[config.mk]
export PLATFORM = sky130hd
export DESIGN_NAME = bcd_display_mux
export DESIGN_NICKNAME = d
export VERILOG_FILES = /design/src/rtl/bcd_display_mux.sv
export SDC_FILE = /design/constraint.sdc
export NUM_CORES = 1
export LEC_CHECK = 0
export ABC_CLOCK_PERIOD_IN_PS = 2600
export BUFFER_PORTS_ARGS = -buffer_cell sky130_fd_sc_hd__buf_2
export CORE_UTILIZATION = 57
export DETAILED_ROUTE_END_ITERATION = 10
export GPL_TIMING_DRIVEN = 0
export PLACE_DENSITY = 0.75
export SYNTH_ARGS = -nofsm -noshare
export SYNTH_HDL_FRONTEND = slang
export SYNTH_SLANG_ARGS = --single-unit
export TNS_END_PERCENT = 30
[constraint.sdc]
create_clock -name clk -period 2.6 [get_ports clk]
set_input_delay 0.26 -clock clk [delete_from_list [all_inputs] [get_ports clk]]
set_output_delay 0.26 -clock clk [all_outputs]
set_load 0.1 [all_outputs]
[src/rtl/bcd_display_mux.sv]
// rtl/bcd_display_mux.sv - 4-digit BCD capture and time-multiplexed active-low 7-segment driver
// The shadow holds the latest capture, and it is only copied to the display at the frame boundary.
module bcd_display_mux #(
  parameter int SCAN_DIV = 1000,
  parameter int BLANK_LZ = 1,
  parameter int DP_DIGIT = 2
) (
  input  logic        clk,
  input  logic        rst,
  input  logic [15:0] bcd,
  input  logic        ready,
  output logic [6:0]  seg,
  output logic        dp,
  output logic [3:0]  an,
  output logic        frame_done
);

  localparam int PW = $clog2(SCAN_DIV);
  localparam logic [PW-1:0] TC = PW'(SCAN_DIV - 1);

  logic [PW-1:0] r_presc;
  logic [1:0]    r_idx;
  logic [15:0]   r_shadow;
  logic [15:0]   r_disp;
  logic          r_pending;
  logic [6:0]    r_seg;
  logic          r_dp;
  logic [3:0]    r_an;
  logic          r_frame_done;

  logic          w_tc;
  logic          w_boundary;
  logic [3:0]    w_digit;
  logic [3:0]    w_lz;
  logic          w_blank;

  function automatic logic [6:0] f_seg(input logic [3:0] d);
    case (d)
      4'd0:    f_seg = 7'b1000000;
      4'd1:    f_seg = 7'b1111001;
      4'd2:    f_seg = 7'b0100100;
      4'd3:    f_seg = 7'b0110000;
      4'd4:    f_seg = 7'b0011001;
      4'd5:    f_seg = 7'b0010010;
      4'd6:    f_seg = 7'b0000010;
      4'd7:    f_seg = 7'b1111000;
      4'd8:    f_seg = 7'b0000000;
      4'd9:    f_seg = 7'b0010000;
      default: f_seg = 7'b0111111;
    endcase
  endfunction

  assign w_tc       = (r_presc == TC);
  assign w_boundary = w_tc && (r_idx == 2'd3);
  assign w_digit    = r_disp[{r_idx, 2'b00} +: 4];

  // w_lz[i]: digits 3..i are all zero
  assign w_lz[3] = (r_disp[15:12] == 4'd0);
  assign w_lz[2] = w_lz[3] && (r_disp[11:8] == 4'd0);
  assign w_lz[1] = w_lz[2] && (r_disp[7:4] == 4'd0);
  assign w_lz[0] = w_lz[1] && (r_disp[3:0] == 4'd0);

  assign w_blank = (BLANK_LZ != 0) && (r_idx != 2'd0) &&
                   (int'(r_idx) > DP_DIGIT) && w_lz[r_idx];

  always_ff @(posedge clk or posedge rst) begin
    if (rst) begin
      r_presc <= '0;
      r_idx   <= 2'd0;
    end else if (w_tc) begin
      r_presc <= '0;
      r_idx   <= r_idx + 2'd1;
    end else begin
      r_presc <= r_presc + PW'(1);
    end
  end

  // A ready coinciding with the boundary bypasses the shadow and leaves nothing pending.
  always_ff @(posedge clk or posedge rst) begin
    if (rst) begin
      r_shadow  <= 16'd0;
      r_pending <= 1'b0;
      r_disp    <= 16'd0;
    end else begin
      if (ready) r_shadow <= bcd;
      if (w_boundary) begin
        if (ready)          r_disp <= bcd;
        else if (r_pending) r_disp <= r_shadow;
        r_pending <= 1'b0;
      end else if (ready) begin
        r_pending <= 1'b1;
      end
    end
  end

  always_ff @(posedge clk or posedge rst) begin
    if (rst) begin
      r_seg        <= 7'h7F;
      r_dp         <= 1'b1;
      r_an         <= 4'hF;
      r_frame_done <= 1'b0;
    end else begin
      r_an         <= ~(4'b0001 << r_idx);
      r_seg        <= w_blank ? 7'h7F : f_seg(w_digit);
      r_dp         <= !(int'(r_idx) == DP_DIGIT);
      r_frame_done <= w_boundary;
    end
  end

  assign seg        = r_seg;
  assign dp         = r_dp;
  assign an         = r_an;
  assign frame_done = r_frame_done;

endmodule

Yosys cells after proc, flatten, opt, wreduce, memory -nomap -nowiden
Memories as Yosys holds them, arrays and structs flattened.
Index checks and enable logic that the tools add are counted.
{ "totals": {"regBits": 58, "romBits": 112, "input_bits": 19, "output_inout_bits": 13, "elab_cells": 43, "mem_count": 1} }
{ "memory_table": {"columns": ["name", "words", "word_bits", "rd", "rd_clocked_by_memory_dff", "write_ports", "line", "source"], "rows": [
  ["(no name shown)", 16, 7, 1, 0, 0, "38", "case (d)"]
]} }
{ "op_classes": {"addsub": 2, "magnitude_cmp": 2, "n_eq_ne": 3, "shift": 2, "muxes": 8, "n_bitwise": 1, "reduce_logical": 15} }
{ "op_table": {"columns": ["cell", "count"], "rows": [
  ["$mux 16", 2],
  ["$logic_not 4->1", 4],
  ["$shiftx 16x5->4", 1],
  ["$add 10x1->10 const B", 1],
  ["$eq 10x10->1 const B", 1],
  ["$mux 10", 1],
  ["$mux 7", 1],
  ["$logic_and 1x1->1", 6],
  ["$reduce_bool 2->1", 3],
  ["$eq 2x2->1 const B", 2],
  ["$not 4->4", 1],
  ["$shl 1x2->4 const A", 1],
  ["$lt 2x3->1 const B", 1],
  ["$mux 1", 3],
  ["$add 2x1->2 const B", 1],
  ["$bmux 1 s2", 1],
  ["$gt 2x2->1 const B", 1],
  ["$reduce_and 2->1", 1],
  ["$logic_not 1->1", 1]
]} }

Longest topological paths before layout
Gate-level depths: netlist (run 1).
{ "logic_depth": {"depth_word": 8, "depth_mapped": 8, "ltp_nobuf": 7} }

Worst setup path before layout (run 1)
No wires, ideal clock.
{ "synth_timing": {"path_type": "reg-to-reg", "from": "reg r_presc[0]", "to": "reg r_disp[0]", "setup_time_ns": 0.127, "arrival_time_ns": 1.691, "t_required_ns": 2.473, "path_slack_ns": 0.781, "path_stages_with_launch": 7, "path_buffers": 1, "synth_period_minus_slack_ns": 1.819, "cell_sequence": "dfrtp_1 -> ha_1 -> nand2_1 -> nor4_2 -> nor3b_4 -> buf_6 -> mux2_1"} }
{ "synth_between": {"elab_chain_len": 3} }
{ "synth_lines": {"columns": ["item", "line", "source"], "rows": [
  ["start, declared", "21", "logic [PW-1:0] r_presc;"],
  ["start signal, assigned", "74", "r_presc <= r_presc + PW'(1);"],
  ["$eq 10x10->1", "53", "assign w_tc = (r_presc == TC);"],
  ["$logic_and 1x1->1", "54", "assign w_boundary = w_tc && (r_idx == 2'd3);"],
  ["$reduce_and 2->1 (no source line)", null, null],
  ["end signal, assigned", "88", "else if (r_pending) r_disp <= r_shadow;"],
  ["end, declared", "24", "logic [15:0] r_disp;"]
]} }
No other way between the ends.
A chain may end at the register's enable or synchronous reset.

Worst setup path in the final report (run 1)
{ "layout_timing": {"from": "reg r_presc[0]", "to": "reg r_disp[4]"} }
The elaborated chain is that of the path after synthesis.

==> impl_results.md, run 1 <==
- Die H: around 69 um
- Worst Path Max Fanout: 10
- Max VDD drop: around 0.47 mV
- Initial Utilization: 0.6141
- Clk_skew: 0.007537 ns
- PwrDens: 563.2 nW/um2
- Mean routed wirelength per cell: 14.88 um
- Worst min-delay path startpoint: bcd[14]
- Layout area overhead: 15.88%
- Drt pass-1 iters: 4
- Worst-path clk slew: 0.07 ns
- Setup WS post-layout: 0.5370 ns
- Dpl ws: 0.5230 ns
- Ys async rst share: 1.000
- Avg Inst Size Synth: 12.98 um2
- Seq/Total Area, Yosys: 0.5659
- DRT Wirelength: 4375 um
- Combinational Power Share: 0.044
- Ports: 32
- Setup TNS: 0 ns
- Initial antenna violation count: 0
- Reg-to-Reg End: r_disp[4]$_DFFE_PP0P_
- Layout net count: between 200 and 300
- Type of origin of the critical path: flip-flop
- H-tree depth: 3
- FP Rows: 23
- Post-synth top area share: 0.4523
- Global-route wire length before repair: about 7700 um
- Hpwl dp: around 3200 um
- GRT Total Usage: 0.2362
- Hold path depth: 2
- CTS Buf Count: 9
- Synth area leaders: dfrtp_1 (45%), dfstp_2 (11%), mux2_2 (9.7%)
- DRC errors left: 0
- Mapped Area: 2545 um2
- F_max: between 400 and 500 MHz
- CTS tree: done
- Largest net degree at the start of global routing: 35
- Synth cell types: 38
- Die width: 68.82 um
- Yosys top cell by area: dfrtp_1
- Antenna Nets Post-Route: 0
- Layout cell share with drive strength beyond 1: 0.3730
- Slew headroom: 0.6274
- FF+latch count, synth: 57
- Synthesized net count: 226
- Mapped Cells: 196
- Clk buf depth: 2
- Count of flip-flops with a built-in enable after synthesis: 0
- Seq pwr share: 0.553
- Sink Count: 57
- Clock share of power: 0.403
- Worst Hold End: r_shadow[14]$_DFFE_PP0P_
- CTS root buffer: clkbuf_8
- Leak: 1.374 nW
- Final critical-path share of the clock period: 0.7935
- Post-synth top flop: dfrtp_1
- Vias in the first global route: 1708
- Die area: roughly 4700 um2
- Worst EP arrival: 2.27 ns
- Core ar.: 4144 um2
- Post-CTS Resized: 0
- Int Pwr: 1.282 mW
- Port-buffer cells: 30
- Final min period: 2.063 ns
- Final hold vios: 0
- Hold Path Class: primary input to flip-flop
- Maxcap violations: 0
- Vias after detailed routing: 1622
- Worst reg2reg setup slack: 0.54 ns
- Switch share: 0.2280
- Overflow after GRT: 0
- Clk_lat worst skew: roughly 0.33 ns
- Initial DRC count: between 80 and 90
- Vias per cell: between 5 and 6
- Final Max Tran Viols: 0
- GPL Wtd Cong: 0.8258
- Minimum hold slack: 0.1734 ns
- Final Power: 1.661 mW
- Fillers: 309
- NetSw: 0.3787 mW
- Reg2Reg Depth: 6
- Critical path type: flip-flop to flip-flop
- Final setup fails: 0
- Post-placement cell area: 2778 um2
- Tightest Pin Transition: 0.5589 ns
- Antenna cell count: 0
- R2r startpoint: r_presc[0]$_DFF_PP0_
- Final instance area: 2949 um2
- RSZ-0062 raised after global routing: false
- YS warnings: 0
- WP data required: approximately 2.8 ns
- CP Capture Type: flip-flop
- Run status: finished clean
==> how the worst max path moves through the flow <==
stage | from | to | depth (start not counted)
after global routing | r_presc[5]$_DFF_PP0_ | r_disp[2]$_DFFE_PP0P_ | 5
after global placement | rst | r_shadow[13]$_DFFE_PP0P_ | 2
after CTS | r_presc[0]$_DFF_PP0_ | r_disp[4]$_DFFE_PP0P_ | 6
after floorplan | r_presc[0]$_DFF_PP0_ | r_disp[0]$_DFFE_PP0P_ | 6
final | r_presc[0]$_DFF_PP0_ | r_disp[4]$_DFFE_PP0P_ | 6
after detailed placement | r_presc[0]$_DFF_PP0_ | r_disp[15]$_DFFE_PP0P_ | 6
==> power groups by stage <==
stage / clock, mW / sequential [mW] / combinational [mW]
2_1_floorplan: 0 / 0.932 / 0.0472
3_3_place_gp: 0 / 0.933 / 0.0660
3_5_place_dp: 0 / 0.935 / 0.0744
4_1_cts: 0.686 / 0.919 / 0.0754
5_1_grt: 0.735 / 0.920 / 0.0840
6_report: 0.669 / 0.919 / 0.0733
==> critical path, stage by stage, from the launching register on <==
cell and delay [ns]:
dfrtp_1 0.38, ha_1 0.23, nand2_1 0.13, nor4_2 0.20
nor3b_4 0.44, buf_6 0.22, mux2_1 0.33
==> repair_timing <==
action / 4_1_cts / 5_1_grt
endpoints found under the hold margin: 16 / 0
hold buffers: 1 / 0
buffers inserted: 0 / 0
==> metal layers <==
layer,GRT usage,wire [um],share of wire,vias to the layer above
met5,0,0,0,-
met4,0.1046,89,0.020,0
met3,0.08882,226,0.052,11
met2,0.4007,2261,0.52,47
met1,0.2644,1798,0.41,797
li1,-,-,-,767
==> cells in the mapped netlist (all sizes together), types with 3 or more instances <==
cell    number
nand2        8
xor2         3
mux4         4
dfrtp       46
mux2        32
nand3        5
nor2         9
clkbuf       5
xnor2        3
o21ai        9
dfstp       11
inv         13
and2         3
ha          11
buf          3
a21oi        5
nor4         5
==> cell usage in the layout, fill, tap and decap left out, drive strengths merged, types with 2 or more instances in the layout <==
master,synthesis,final
nand4,2,2
buf,3,34
ha,11,11
o21ai,9,9
xnor2,3,3
nor3b,2,2
or3,2,2
dfstp,11,11
nor2b,2,2
nor2,9,9
nand3,5,5
o21bai,2,2
mux2,32,32
dfrtp,46,46
nand2,8,8
nor3,2,2
xor2,3,3
inv,13,13
and2,3,3
a21oi,5,5
nor4,5,5
clkbuf,5,14
mux4,4,4
clkinv,0,6
==> cell families (layout without fill, tap and decap cells) <==
family                   count (synthesis)  after routing  synth area share
adder cells (fa/ha/maj)                 11             11           0.05408
multiplexers                            36             36            0.1770
flip-flops                              57             57            0.5659
AO/OA/AOI/OAI                           22             22           0.05310
AND/OR/NAND/NOR                         43             43           0.09341
XOR/XNOR                                 6              6           0.02065
buffers and inverters                   21             69           0.03589
==> layout make-up <==
cell class	instances	area, um2	share of cell area
Buffer	8	42.54	0.01443
Clock inverter	7	37.54	0.01273
Inverter	13	48.80	0.01655
Multi-Input combinational cell	118	1013	0.3437
Sequential cell	57	1440	0.4883
Tap cell	50	62.56	0.02121
Timing Repair Buffer	32	180.2	0.06109
Clock buffer	9	123.9	0.04200
==> flip-flops by register name, summed over array words and instances, names as in the netlist <==
register,count
an,4
frame_done,1
r_disp,16
r_idx,2
r_pending,1
r_presc,10
r_shadow,16
seg,7
==> per-stage QoR <==
stage	instances	util
finish	294	0.7117
global route	294	0.7117
detailed placement	277	0.6703
CTS	294	0.7117
global placement	276	0.6655
floorplan	196	-
No activity file was read; power rests on OpenSTA's default activity.
==> inputs of run 2 (changes only) <==
--- a/config.mk
+++ b/config.mk
@@ -5,7 +5,7 @@
 export SDC_FILE = /design/constraint.sdc
 export NUM_CORES = 1
 export LEC_CHECK = 0
-export ABC_CLOCK_PERIOD_IN_PS = 2600
+export ABC_CLOCK_PERIOD_IN_PS = 2020
 export BUFFER_PORTS_ARGS = -buffer_cell sky130_fd_sc_hd__buf_2
 export CORE_UTILIZATION = 57
 export DETAILED_ROUTE_END_ITERATION = 10
==> constraint.sdc (replaced) <==
create_clock -name clk -period 2.02 [get_ports clk]
set_input_delay 0.202 -clock clk [delete_from_list [all_inputs] [get_ports clk]]
set_output_delay 0.202 -clock clk [all_outputs]
set_load 0.1 [all_outputs]
==> impl_results.md, run 2 (synthesis gave the netlist of run 1 again) <==
- Placed Instances: 277 (unchanged)
- Tightest Pin Transition: 0.5603 ns (+0.001414 ns)
- Routing usage on met3: 0.08882 (unchanged)
- Final core utilization: 0.7225 (+0.01087)
- Reg area: 1440 um2 (unchanged)
- Port-buffer cells: 30 (unchanged)
- Vias per cell: 5.486 (-0.55%)
- R2r startpoint: r_presc[0]$_DFF_PP0_
- Most common cell after layout, fill and taps aside: dfrtp_1
- Final Max Tran Viols: 0 (unchanged)
- DRT Wirelength: 4388 um (+0.30%)
- Overflow after GRT: 0 (unchanged)
- Initial antenna violation count: 0 (unchanged)
- Switch share: 0.2282 (about the same)
- CP Capture Type: flip-flop
- Die width: 68.82 um (unchanged)
- CTS tree: done
- DRC errors left: 0 (unchanged)
- GRT Total Usage: 0.2366 (+0.0003552)
- Type of origin of the critical path: flip-flop
- Vias after detailed routing: 1624 (+0.12%)
- Layout area overhead: 17.65%
- Antenna cell count: 0 (unchanged)
- Max VDD drop: 0.6023 mV (+29%)
- Hpwl dp: 3218 um (unchanged)
- Largest net degree at the start of global routing: 35 (unchanged)
- PwrDens: 714.2 nW/um2 (+27%)
- Worst EP arrival: 2.08 ns (-0.19 ns)
- Final hold vios: 0 (unchanged)
- Most frequent cells in the layout: dfrtp_1 (46), buf_2 (30), mux2_2 (22), inv_1 (12), dfstp_2 (11)
- F_max: 535.5 MHz (+10%)
- Worst Path Max Fanout: 10 (unchanged)
- Slew headroom: 0.6265 (-0.0009420)
- Worst-path clk slew: 0.07 ns (about the same)
- Final min period: 1.867 ns (-0.1955 ns)
- Post-placement cell area: 2778 um2 (unchanged)
- Reg-to-Reg End: r_disp[4]$_DFFE_PP0P_
- Met1 usage: 0.2677 (+0.003264)
- Final Power: 2.138 mW (+29%)
- Layout net count: 271 (+0.74%)
- Core ar.: 4144 um2 (unchanged)
- Run status: finished clean
- Reg2Reg Depth: 6 (unchanged)
- Met2 usage: 0.3983 (-0.002451)
- Sink Count: 57 (unchanged)
- Seq pwr share: 0.553 (about the same)
- Initial Utilization: 0.6141 (unchanged)
- Fillers: 300 (-2.9%)
- Maxcap violations: 0 (unchanged)
- Finished Layout Cells: 296 (+0.68%)
- Global-route wire length before repair: 7707 um (about the same)
- Drt pass-1 iters: 4 (unchanged)
- Leak: 1.388 nW (+1.0%)
- Critical path type: flip-flop to flip-flop
- Clk_skew: 0.007849 ns (+0.0003122 ns)
- Die H: 68.82 um (unchanged)
- CTS Buf Count: 9 (unchanged)
- Setup TNS: 0 ns (unchanged)
- Initial DRC count: 91 (+7.1%)
- CTS root buffer: clkbuf_8
- H-tree depth: 3 (unchanged)
- Ports: 32 (unchanged)
- Final critical-path share of the clock period: 0.9245 (+0.1310)
- GR peak layer: met2
- Int Pwr: 1.651 mW (+29%)
- Vias in the first global route: 1709 (+0.059%)
- Worst min-delay path startpoint: bcd[14]
- Clock share of power: 0.403 (about the same)
- NetSw: 0.4879 mW (+29%)
- Mean routed wirelength per cell: 14.82 um (-0.38%)
- Area occupied by multi-input gates: 1037 um2 (+2.3%)
- Worst Hold End: r_shadow[14]$_DFFE_PP0P_
- Final setup fails: 0 (unchanged)
- Final instance area: 2994 um2 (+1.5%)
- Largest registers: r_disp: 16 flops, r_shadow: 16 flops, r_presc: 10 flops
- Hold Path Class: primary input to flip-flop
- Worst reg2reg setup slack: 0.15 ns (-0.38 ns)
- Layout cell share with drive strength beyond 1: 0.3862 (+0.01323)
- GPL Wtd Cong: 0.8258 (unchanged)
- Clk_lat worst skew: 0.34 ns (about the same)
- Clk buf depth: 2 (unchanged)
- Die area: 4736 um2 (unchanged)
- FP Rows: 23 (unchanged)
- Hold path depth: 2 (unchanged)
- RSZ-0062 raised after global routing: false
- Combinational Power Share: 0.044 (about the same)
- Antenna Nets Post-Route: 0 (unchanged)
- WP data required: 2.23 ns (-0.58 ns)
## run 2: how the worst max path moves through the flow
stage | from | depth (start not counted) | slack [ns] | endpoint
floorplan | r_presc[0]$_DFF_PP0_ | 6 | 0.20 | r_disp[0]$_DFFE_PP0P_
global placement | rst | 2 | -0.06 | r_shadow[13]$_DFFE_PP0P_
detailed placement | r_presc[0]$_DFF_PP0_ | 6 | -0.06 | r_disp[15]$_DFFE_PP0P_
CTS | r_idx[0]$_DFFE_PP0N_ | 7 | 0.03 | seg[4]$_DFF_PP1_
global route | r_idx[0]$_DFFE_PP0N_ | 7 | 0.01 | seg[4]$_DFF_PP1_
finish | r_presc[0]$_DFF_PP0_ | 6 | 0.15 | r_disp[4]$_DFFE_PP0P_
## run 2: layout make-up
type,count,area share
sequential,57,0.4810
multi-input combinational,118,0.3464
timing repair buffer,34,0.06644
clock buffer,9,0.04137
tap,50,0.02089
inverter,13,0.01630
buffer,8,0.01504
clock inverter,7,0.01254
## run 2: repair_timing
item	in CTS	in global routing
pin swaps	0	1
hold endpoints to repair	16	0
setup buffers	1	1
hold buffers	1	0
setup endpoints to repair	10	20
gates resized for setup	0	7
## run 2: worst max-delay path: stages, from the launching register on
cell,delay (ns)
dfrtp_1,0.41
ha_4,0.18
nand2_2,0.09
nor4_4,0.28
nor3b_4,0.27
buf_6,0.18
mux2_1,0.33
## run 2: power by group through the flow
stage / registers [mW] / logic (mW) / clock network, mW
3_5_place_dp: 1.20 / 0.0958 / 0
3_3_place_gp: 1.20 / 0.0850 / 0
5_1_grt: 1.18 / 0.108 / 0.947
4_1_cts: 1.18 / 0.0971 / 0.882
6_report: 1.18 / 0.0942 / 0.861
2_1_floorplan: 1.20 / 0.0608 / 0
## run 2: metrics by stage
stage	hold WS, ns	setup slack (ns)
final	0.1157	0.1525
after global routing	0.1098	0.01015
after CTS	0.1031	0.03429
after detailed placement	0.2652	-0.05699
after global placement	0.4463	-0.06445
after floorplan	0.3662	0.2015
## run 2: per-layer routing
metal | vias up | wire (um)
li1 | 770 | -
met1 | 803 | 1810
met2 | 41 | 2271
met3 | 10 | 222
met4 | 0 | 83
met5 | - | 0
==> inputs of run 3 (changes only) <==
--- a/config.mk
+++ b/config.mk
@@ -7,10 +7,10 @@
 export LEC_CHECK = 0
 export ABC_CLOCK_PERIOD_IN_PS = 2020
 export BUFFER_PORTS_ARGS = -buffer_cell sky130_fd_sc_hd__buf_2
-export CORE_UTILIZATION = 57
+export CORE_UTILIZATION = 45
 export DETAILED_ROUTE_END_ITERATION = 10
 export GPL_TIMING_DRIVEN = 0
-export PLACE_DENSITY = 0.75
+export PLACE_DENSITY = 0.6
 export SYNTH_ARGS = -nofsm -noshare
 export SYNTH_HDL_FRONTEND = slang
 export SYNTH_SLANG_ARGS = --single-unit
==> impl_results.md, run 3 (synthesis gave the netlist of run 1 again) <==
- Run status: finished clean
- Die width: 77.20 um (+12%)
- Worst-path clk slew: 0.06 ns (about the same)
- Antenna Nets Post-Route: 0 (unchanged)
- Most frequent cells in the layout: dfrtp_1 (46), buf_2 (30), mux2_2 (22), inv_1 (12)
- Clk_skew: 0.008576 ns (+0.0007271 ns)
- Largest registers: r_disp: 16 flops, r_shadow: 16 flops, r_presc: 10 flops
- Layout net count: 270 (-0.37%)
- Fillers: 497 (+66%)
- Slew headroom: 0.6125 (-0.01394)
- CP Capture Type: flip-flop
- Core ar.: 5473 um2 (+32%)
- Antenna cell count: 0 (unchanged)
- Vias after detailed routing: 1594 (-1.8%)
- Clock share of power: 0.450 (+0.047)
- Worst path bufs/invs: 2 (+1)
- Hold Path Class: primary input to flip-flop
- F_max: 537.6 MHz (+0.39%)
- Final min period: 1.860 ns (-0.007333 ns)
- Initial antenna violation count: 0 (unchanged)
- CTS tree: done
- WP data required: 2.28 ns (+0.05 ns)
- Port-buffer cells: 30 (unchanged)
- Final critical-path share of the clock period: 0.9209 (-0.003630)
- Worst reg2reg setup slack: 0.16 ns (about the same)
- Sink Count: 57 (unchanged)
- GPL Wtd Cong: 0.7581 (-8.2%)
- Clk buf depth: 2 (unchanged)
- Layout cell share with drive strength beyond 1: 0.3689 (-0.01733)
- Final setup fails: 0 (unchanged)
- CP max stage cell: mux4_2
- Layout area overhead: 18.68%
- Die H: 77.20 um (+12%)
- Mean routed wirelength per cell: 13.48 um (-9.0%)
- Leak: 1.394 nW (+0.41%)
- PwrDens: 769.1 nW/um2 (+7.7%)
- GRT Total Usage: 0.1696 (-0.06700)
- CTS Buf Count: 9 (unchanged)
- Worst EP arrival: 2.12 ns (+0.04 ns)
- FP Rows: 27 (+17%)
- Global-route wire length before repair: 7465 um (-3.1%)
- Tightest Pin Transition: 0.5812 ns (+0.02090 ns)
- DRT Wirelength: 4261 um (-2.9%)
- Int Pwr: 1.847 mW (+12%)
- Worst Path Max Fanout: 5 (-5)
- Final hold vios: 0 (unchanged)
- NetSw: 0.4759 mW (-2.5%)
- Setup WS post-layout: 0.1598 ns (+0.007333 ns)
- H-tree depth: 3 (unchanged)
- Die area: 5960 um2 (+26%)
- DRC errors left: 0 (unchanged)
- Clk_lat worst skew: 0.34 ns (about the same)
- Critical path type: flip-flop to flip-flop
- Type of origin of the critical path: flip-flop
- Max VDD drop: 0.4643 mV (-23%)
- CTS root buffer: clkbuf_8
- Vias in the first global route: 1610 (-5.8%)
- Drt pass-1 iters: 4 (unchanged)
- Largest net degree at the start of global routing: 37 (+5.7%)
- Hpwl dp: 3041 um (-5.5%)
- Overflow after GRT: 0 (unchanged)
- Critical-path cell list: clkbuf_4 -> mux4_2 -> inv_1 -> ha_1 -> o22ai_1 -> nand2_1
- Seq pwr share: 0.509 (-0.044)
- Final Max Tran Viols: 0 (unchanged)
- Worst path max stage delay: 0.56 ns (+0.15 ns)
- CP top delay family: multiplexers
- Switch share: 0.2049 (-0.02328)
- Ports: 32 (unchanged)
- Combinational Power Share: 0.041 (-0.003)
- RSZ-0062 raised after global routing: false
- Dpl ws: -0.04416 ns (+0.01283 ns)
- Finished Layout Cells: 316 (+6.8%)
- Initial DRC count: 26 (-71%)
- Vias per cell: 5.044 (-8.1%)
- Final Power: 2.323 mW (+8.6%)
- Placed Instances: 299 (+7.9%)
- Most common cell after layout, fill and taps aside: dfrtp_1
- Maxcap violations: 0 (unchanged)
- Initial Utilization: 0.4650 (-0.1491)
run 3: power groups by stage:
| stage | Sequential [mW] | Combinational [mW] | Clock [mW] |
|---|---|---|---|
| floorplan | 1.20 | 0.0608 | 0 |
| global placement | 1.20 | 0.0904 | 0 |
| detailed placement | 1.20 | 0.0980 | 0 |
| CTS | 1.18 | 0.0996 | 1.08 |
| global route | 1.18 | 0.111 | 1.13 |
| finish | 1.18 | 0.0958 | 1.04 |
run 3: timing repair:
action,in CTS,in global routing
endpoints found under the hold margin,12,0
hold buffers,1,0
resized for setup,0,2
setup endpoints to repair,10,4
setup buffers,1,0
run 3: worst paths after layout:
| kind | startpoint | end | cells past startpoint |
|---|---|---|---|
| worst min-delay path | bcd[3] | r_shadow[3]$_DFFE_PP0P_ | 2 |
| worst min register to register | r_presc[0]$_DFF_PP0_ | r_presc[0]$_DFF_PP0_ | 1 |
| min in group asynchronous | rst | frame_done$_DFF_PP0_ | 3 |
| worst max-delay path | r_idx[0]$_DFFE_PP0N_ | seg[1]$_DFF_PP1_ | 6 |
| max in group asynchronous | rst | seg[6]$_DFF_PP1_ | 4 |
| worst max register to register | r_idx[0]$_DFFE_PP0N_ | seg[1]$_DFF_PP1_ | 6 |
run 3: metrics by stage:
stage | util | setup TNS, ns | area [um2] | hold WS [ns]
after floorplan | - | 0 | 2545 | 0.3662
after global placement | 0.5089 | -11.38 | 2785 | 0.4531
after detailed placement | 0.5126 | -0.3541 | 2805 | 0.2455
after CTS | 0.5514 | 0 | 3018 | 0.09440
after global routing | 0.5519 | 0 | 3020 | 0.1010
final | 0.5519 | 0 | 3020 | 0.1110
run 3: layout make-up:
| cell class | count | area [um2] | share of cell area |
|---|---|---|---|
| clock inverters | 3 | 40.04 | 0.01326 |
| clock buffers | 12 | 155.1 | 0.05137 |
| multi-input cells | 118 | 1013 | 0.3355 |
| plain buffers | 8 | 45.04 | 0.01491 |
| flip-flops and latches | 57 | 1440 | 0.4768 |
| well taps | 72 | 90.09 | 0.02983 |
| inverters | 13 | 48.80 | 0.01616 |
| repair buffers | 33 | 187.7 | 0.06214 |
run 3: metal layers:
layer  global-route usage  wire (um)  up-vias  share of wire
li1                     -          -      768              -
met1               0.2024       1969      780           0.46
met2               0.2646       2031       41           0.48
met3              0.07500        211        5          0.050
met4              0.07358         48        0          0.011
met5                    0          0        -              0
